$ cat src/rtl/multiply_pkg.sv
// Shared state encoding and sizing helpers for the sequential shift-add multiplier.
// MULTIPLY_SEQ_SIGNED_EN selects the two's-complement build in multiply_seq.
package multiply_pkg;

    typedef enum logic [1:0] {
        StIdle = 2'd0,
        StBusy = 2'd1,
        StDone = 2'd2
    } state_e;

    function automatic int unsigned cnt_width(input int unsigned width);
        return $clog2(width + 1);
    endfunction

endpackage

$ cat src/rtl/multiply_sign_adjust.sv
// Conditional two's-complement negation.
// Used for operand magnitudes and for the final product sign.
module multiply_sign_adjust #(
    parameter int unsigned WIDTH = 16
) (
    input  logic [WIDTH-1:0] value,
    input  logic             negate,
    output logic [WIDTH-1:0] result
);

    always_comb begin
        result = negate ? (~value + WIDTH'(1)) : value;
    end

endmodule

$ cat src/rtl/multiply_seq.sv
// Iterative shift-add multiplier with valid/ready ports: one accumulate step per cycle.
// Define MULTIPLY_SEQ_SIGNED_EN to honour is_signed; otherwise every operand is unsigned.
module multiply_seq
    import multiply_pkg::*;
#(
    parameter int unsigned WIDTH = 16
) (
    input  logic               clk,
    input  logic               rst_n,
    input  logic               in_valid,
    output logic               in_ready,
    input  logic [WIDTH-1:0]   multiplicand,
    input  logic [WIDTH-1:0]   multiplier,
    input  logic               is_signed,
    output logic               out_valid,
    input  logic               out_ready,
    output logic [2*WIDTH-1:0] product,
    output logic               busy
);

    localparam int unsigned CW = cnt_width(WIDTH);

    state_e             state;
    logic [WIDTH-1:0]   mcand;
    logic [WIDTH-1:0]   mplier;
    logic [2*WIDTH-1:0] acc;
    logic [CW-1:0]      count;
    logic               neg;

    logic [WIDTH:0]     sum;
    logic [2*WIDTH-1:0] acc_next;
    logic [WIDTH-1:0]   a_mag;
    logic [WIDTH-1:0]   b_mag;
    logic               res_neg;
    logic [2*WIDTH-1:0] prod_final;

    // Add into the upper half with a carry bit, then shift the whole accumulator right.
    always_comb begin
        sum      = {1'b0, acc[2*WIDTH-1:WIDTH]} + (mplier[0] ? {1'b0, mcand} : '0);
        acc_next = {sum, acc[WIDTH-1:1]};
    end

`ifdef MULTIPLY_SEQ_SIGNED_EN
    logic a_neg;
    logic b_neg;

    assign a_neg   = is_signed & multiplicand[WIDTH-1];
    assign b_neg   = is_signed & multiplier[WIDTH-1];
    assign res_neg = a_neg ^ b_neg;

    multiply_sign_adjust #(.WIDTH(WIDTH)) u_abs_a (
        .value  (multiplicand),
        .negate (a_neg),
        .result (a_mag)
    );

    multiply_sign_adjust #(.WIDTH(WIDTH)) u_abs_b (
        .value  (multiplier),
        .negate (b_neg),
        .result (b_mag)
    );

    multiply_sign_adjust #(.WIDTH(2 * WIDTH)) u_res (
        .value  (acc_next),
        .negate (neg),
        .result (prod_final)
    );
`else
    logic [1:0] unused_signed;

    assign a_mag         = multiplicand;
    assign b_mag         = multiplier;
    assign res_neg       = 1'b0;
    assign prod_final    = acc_next;
    assign unused_signed = {is_signed, neg};
`endif

    always_ff @(posedge clk) begin
        if (!rst_n) begin
            state   <= StIdle;
            mcand   <= '0;
            mplier  <= '0;
            acc     <= '0;
            count   <= '0;
            neg     <= 1'b0;
            product <= '0;
        end else begin
            unique case (state)
                StIdle: begin
                    if (in_valid) begin
                        mcand  <= a_mag;
                        mplier <= b_mag;
                        neg    <= res_neg;
                        acc    <= '0;
                        count  <= '0;
                        state  <= StBusy;
                    end
                end
                StBusy: begin
                    acc    <= acc_next;
                    mplier <= mplier >> 1;
                    count  <= count + 1'b1;
                    // Final step: capture the sign-corrected product so DONE holds it stable.
                    if (count == CW'(WIDTH - 1)) begin
                        product <= prod_final;
                        state   <= StDone;
                    end
                end
                StDone: begin
                    if (out_ready) begin
                        state <= StIdle;
                    end
                end
                default: state <= StIdle;
            endcase
        end
    end

    assign in_ready  = (state == StIdle);
    assign busy      = (state == StBusy);
    assign out_valid = (state == StDone);

endmodule

$ cat config.mk
export PLATFORM = sky130hd
export DESIGN_NAME = multiply_seq
export DESIGN_NICKNAME = d
export VERILOG_FILES = /design/src/rtl/multiply_pkg.sv /design/src/rtl/multiply_sign_adjust.sv /design/src/rtl/multiply_seq.sv
export SDC_FILE = /design/constraint.sdc
export NUM_CORES = 1
export LEC_CHECK = 0
export BUFFER_PORTS_ARGS = -buffer_cell sky130_fd_sc_hd__buf_2
export CAP_MARGIN = 20
export CORE_UTILIZATION = 52
export CTS_CLUSTER_DIAMETER = 30
export DETAILED_ROUTE_END_ITERATION = 10
export PLACE_DENSITY = 0.86
export SETUP_SLACK_MARGIN = 0.15
export SYNTH_ARGS = -nofsm -noshare
export SYNTH_HDL_FRONTEND = slang
export SYNTH_SLANG_ARGS = --single-unit
export TNS_END_PERCENT = 100
$ cat constraint.sdc
create_clock -name clk -period 2.2 [get_ports clk]
set_input_delay 0.11 -clock clk [delete_from_list [all_inputs] [get_ports clk]]
set_output_delay 0.11 -clock clk [all_outputs]
set_load 0.05 [all_outputs]
==> summary.txt <==
Synthesis
  • Most used flip-flop cell after synthesis: sky130_fd_sc_hd__dfxtp_1
  • Cell taking the most area after synthesis: sky130_fd_sc_hd__dfxtp_1
  • Library cells used by synthesis: 63
  • EDFF count, synth: 0
  • Fraction of post-synthesis cell area in the top cell type by area: 40.84%
  • Cell area after technology mapping: 5000 um^2
  • Synthesized instance count: 616
  • Seq cells post-synth: 102
  • Synth area leaders: sky130_fd_sc_hd__dfxtp_1, sky130_fd_sc_hd__nand2_1, sky130_fd_sc_hd__a21oi_1, sky130_fd_sc_hd__ha_1, sky130_fd_sc_hd__nand3_1
  • Warnings from Yosys: 0
  • Mean instance size in the synthesized netlist: 8.117 um^2
  • Part of the Yosys area used for sequential elements: 40.84%
  • Async S/R FF share, synth: 0%
  • Net count after synthesis: 672

Critical path
  • Reg2reg start: mplier[0]
  • Worst endpoint data arrival time: 2710 ps
  • Category of the most critical setup path: flip-flop to flip-flop
  • WP data required: 2480 ps
  • Maximum fanout count along the critical path: 6
  • CP startpoint kind: flip-flop
  • Crit. End Element: flip-flop
  • Worst reg2reg path depth: 9
  • End of the worst register-to-register path: acc[28]
  • Register-to-Register Setup Slack: -230 ps

Floorplanning
  • Die Outline Area: 10010 um^2
  • Site Rows: 35
  • Die Width: 100.1 um
  • Die H: 100.1 um
  • Effective utilization at floorplan: 53.85%
  • Core area: 9284 um^2
  • Number of top-level pins: 72

Finish
  • Proportion of layout cells with a drive suffix above 1: 28.18%
  • Ant diodes: 0
  • Most common library cell in the layout ignoring fill and taps: sky130_fd_sc_hd__nand2_1
  • Net count of the finished layout: 789
  • Sequential Area: 2046 um^2
  • Non-filler cells, final: 867
  • Area delta synth->final: 30.98%
  • Top library cells by usage in the layout, fill and taps aside: sky130_fd_sc_hd__nand2_1, sky130_fd_sc_hd__dfxtp_1, sky130_fd_sc_hd__buf_2
  • Filler cell count in the final layout: 667
  • Multi-input combinational cell area: 3013 um^2

Drt
  • Routed wire length per instance: 16.56 um
  • Initial DRT Pass Iterations: 6
  • Number of nets still failing antenna checks after routing: 0
  • Avg Vias per Cell: 5.812
  • Number of violations reported at the end of detailed-routing iteration 0: 406
  • Routed wire length: 14360 um
  • Number of remaining DRC errors: 0
  • Via Count: 5039

Job
  • Maximum capacitance violations: 0

Clock tree
  • CTS tree: done
  • Worst-Skew Late Latency: 380 ps
  • Clock sink total: 102
  • Clock Pin Slew Worst Setup and Hold Paths: 110 ps
  • Clock Root Buffer: sky130_fd_sc_hd__clkbuf_8
  • Inserted Clock Buffers: 9
  • H-tree levels: 3
  • Max clock buf depth: 2

Worst hold path
  • Count of cells along the worst hold path: 3
  • Hold crit path type: primary input to flip-flop
  • Endpoint with the worst hold slack: mcand[13]
  • HP Start: multiplicand[13]

Pwr
  • Part of the power in combinational logic: 11.7%
  • Leakage power of the design: 0.002624 uW
  • Switching fraction of total power: 29.39%
  • Pwr dens: 546.6 nW/um^2
  • Share of total power in sequential cells: 54.0%
  • Peak supply drop: 0.4053 mV
  • Cell-internal power: 2528 uW
  • Psw: 1052 uW
  • Clock power frac: 34.3%

STA
  • Final hold violation count: 0
  • Maximum clock frequency: 411.0 MHz
  • Number of slew-limit violations in the final report: 0
  • Clock period minus worst slack: 2433 ps
  • Setup repair after global routing missed its margin: yes
  • Setup violators final: 11
  • Worst clock skew: 18.56 ps
  • Worst setup margin: -233.4 ps
  • Slew headroom: 65.17%
  • Share of the clock period used by the worst path: 110.6%
  • Actual slew at the worst max-slew pin: 517.6 ps

Global route
  • Antenna violations before repair: 0
  • Pin count of the biggest net entering global routing: 79
  • Global route total overflow: 0
  • First-pass GRT wire length: 22050 um
  • Total Routing Usage GR: 27.84%
  • Vias in the first global route: 4722

Run status
  • Run status: finished with violations
  • Failing checks: setup timing

Placement
  • Post-placement cell count: 806
  • Hpwl dp: 8424 um
  • Gpl congestion: 0.8953
  • Placement-stage worst setup slack: -82.52 ps
  • Input/output buffers: 70
-- final cells by class --
class,count,area share (%)
Multi-Input combinational cell,459,46.01
Sequential cell,102,31.24
Timing Repair Buffer,154,16.68
Tap cell,129,2.465
Clock buffer,9,1.891
Clock inverter,7,1.318
Inverter,7,0.4012
-- critical path, cell delays in order (launching register included) --
cell	delay (ps)
sky130_fd_sc_hd__dfxtp_4	380
sky130_fd_sc_hd__buf_6	130
sky130_fd_sc_hd__buf_6	110
sky130_fd_sc_hd__and2_1	170
sky130_fd_sc_hd__ha_4	310
sky130_fd_sc_hd__and4_4	230
sky130_fd_sc_hd__nand2_2	70
sky130_fd_sc_hd__nor4_1	490
sky130_fd_sc_hd__o31ai_1	170
sky130_fd_sc_hd__a32o_1	280
-- through the flow --
stage / cell area, um^2 / utilization (%) / hold slack [ps] / setup TNS (ps) / power, uW
after CTS: 6299 / 67.84 / 3.780 / -343.6 / 3550
after global routing: 6549 / 70.54 / 18.47 / -1460 / 3707
after detailed placement: 5650 / 60.86 / 359.5 / -450.3 / 2306
after global placement: 5650 / 60.86 / 352.3 / -88.38 / 2293
after floorplan: 5085 / - / 246.0 / 0 / 2198
final: 6549 / 70.54 / 7.951 / -784.2 / 3580
-- cells by family (layout without fill, tap and decap cells) --
logic type,after synthesis,after routing,synth area share (%)
AOI/OAI and AO/OA,163,163,22.87
DFF,102,102,40.84
and+or+nand+nor,265,265,23.67
buffers and inverters,55,177,5.505
xor gates and xnor gates,9,9,1.577
adders and majority gates,19,19,4.905
muxes,3,3,0.6256
-- power groups by stage --
stage | logic [uW] | registers (uW) | clock network, uW
finish | 419 | 1930 | 1230
detailed placement | 330 | 1980 | 0
global placement | 321 | 1970 | 0
floorplan | 236 | 1960 | 0
CTS | 386 | 1930 | 1230
global route | 453 | 1940 | 1310
-- synth_stat cells (7+ instances only) --
master,number
sky130_fd_sc_hd__nor2_1,36
sky130_fd_sc_hd__a21oi_1,66
sky130_fd_sc_hd__a311oi_1,16
sky130_fd_sc_hd__o211ai_1,7
sky130_fd_sc_hd__and2_1,20
sky130_fd_sc_hd__dfxtp_1,102
sky130_fd_sc_hd__nand2_1,142
sky130_fd_sc_hd__o21a_1,9
sky130_fd_sc_hd__buf_1,8
sky130_fd_sc_hd__nand3_1,34
sky130_fd_sc_hd__clkbuf_1,22
sky130_fd_sc_hd__o21ai_0,13
sky130_fd_sc_hd__buf_2,11
sky130_fd_sc_hd__ha_1,18
-- metal layers --
layer  vias up  wire length, um  track usage [%]
li1       2397                -                -
met1      2386             5990            34.51
met2       213             7041            47.75
met3        43              967            4.944
met4         0              357            11.71
met5         -                0                0
-- flip-flops by register name (all words and copies together) (netlist names) --
| register | count |
|---|---|
| state | 2 |
| mcand | 16 |
| acc | 31 |
| product | 32 |
| mplier | 16 |
| count | 5 |
-- worst max path at each step --
stage,start,to,slack [ps],cells past startpoint
2_1_floorplan,mplier[0],product[27],10,9
3_3_place_gp,mplier[0],acc[28],-30,7
3_5_place_dp,mplier[0],acc[28],-80,7
4_1_cts,mplier[0],acc[29],-70,9
5_1_grt,mplier[0],acc[28],-170,9
6_report,mplier[0],acc[28],-230,9
-- timing repair --
item,CTS,global route
pin swaps,9,25
endpoints found under the hold margin,29,1
resized for setup,21,40
setup buffers,6,9
setup endpoints to repair,22,25
hold buffers,29,1
cloned,0,0
Note: power is estimated with default switching activity, not from simulation.
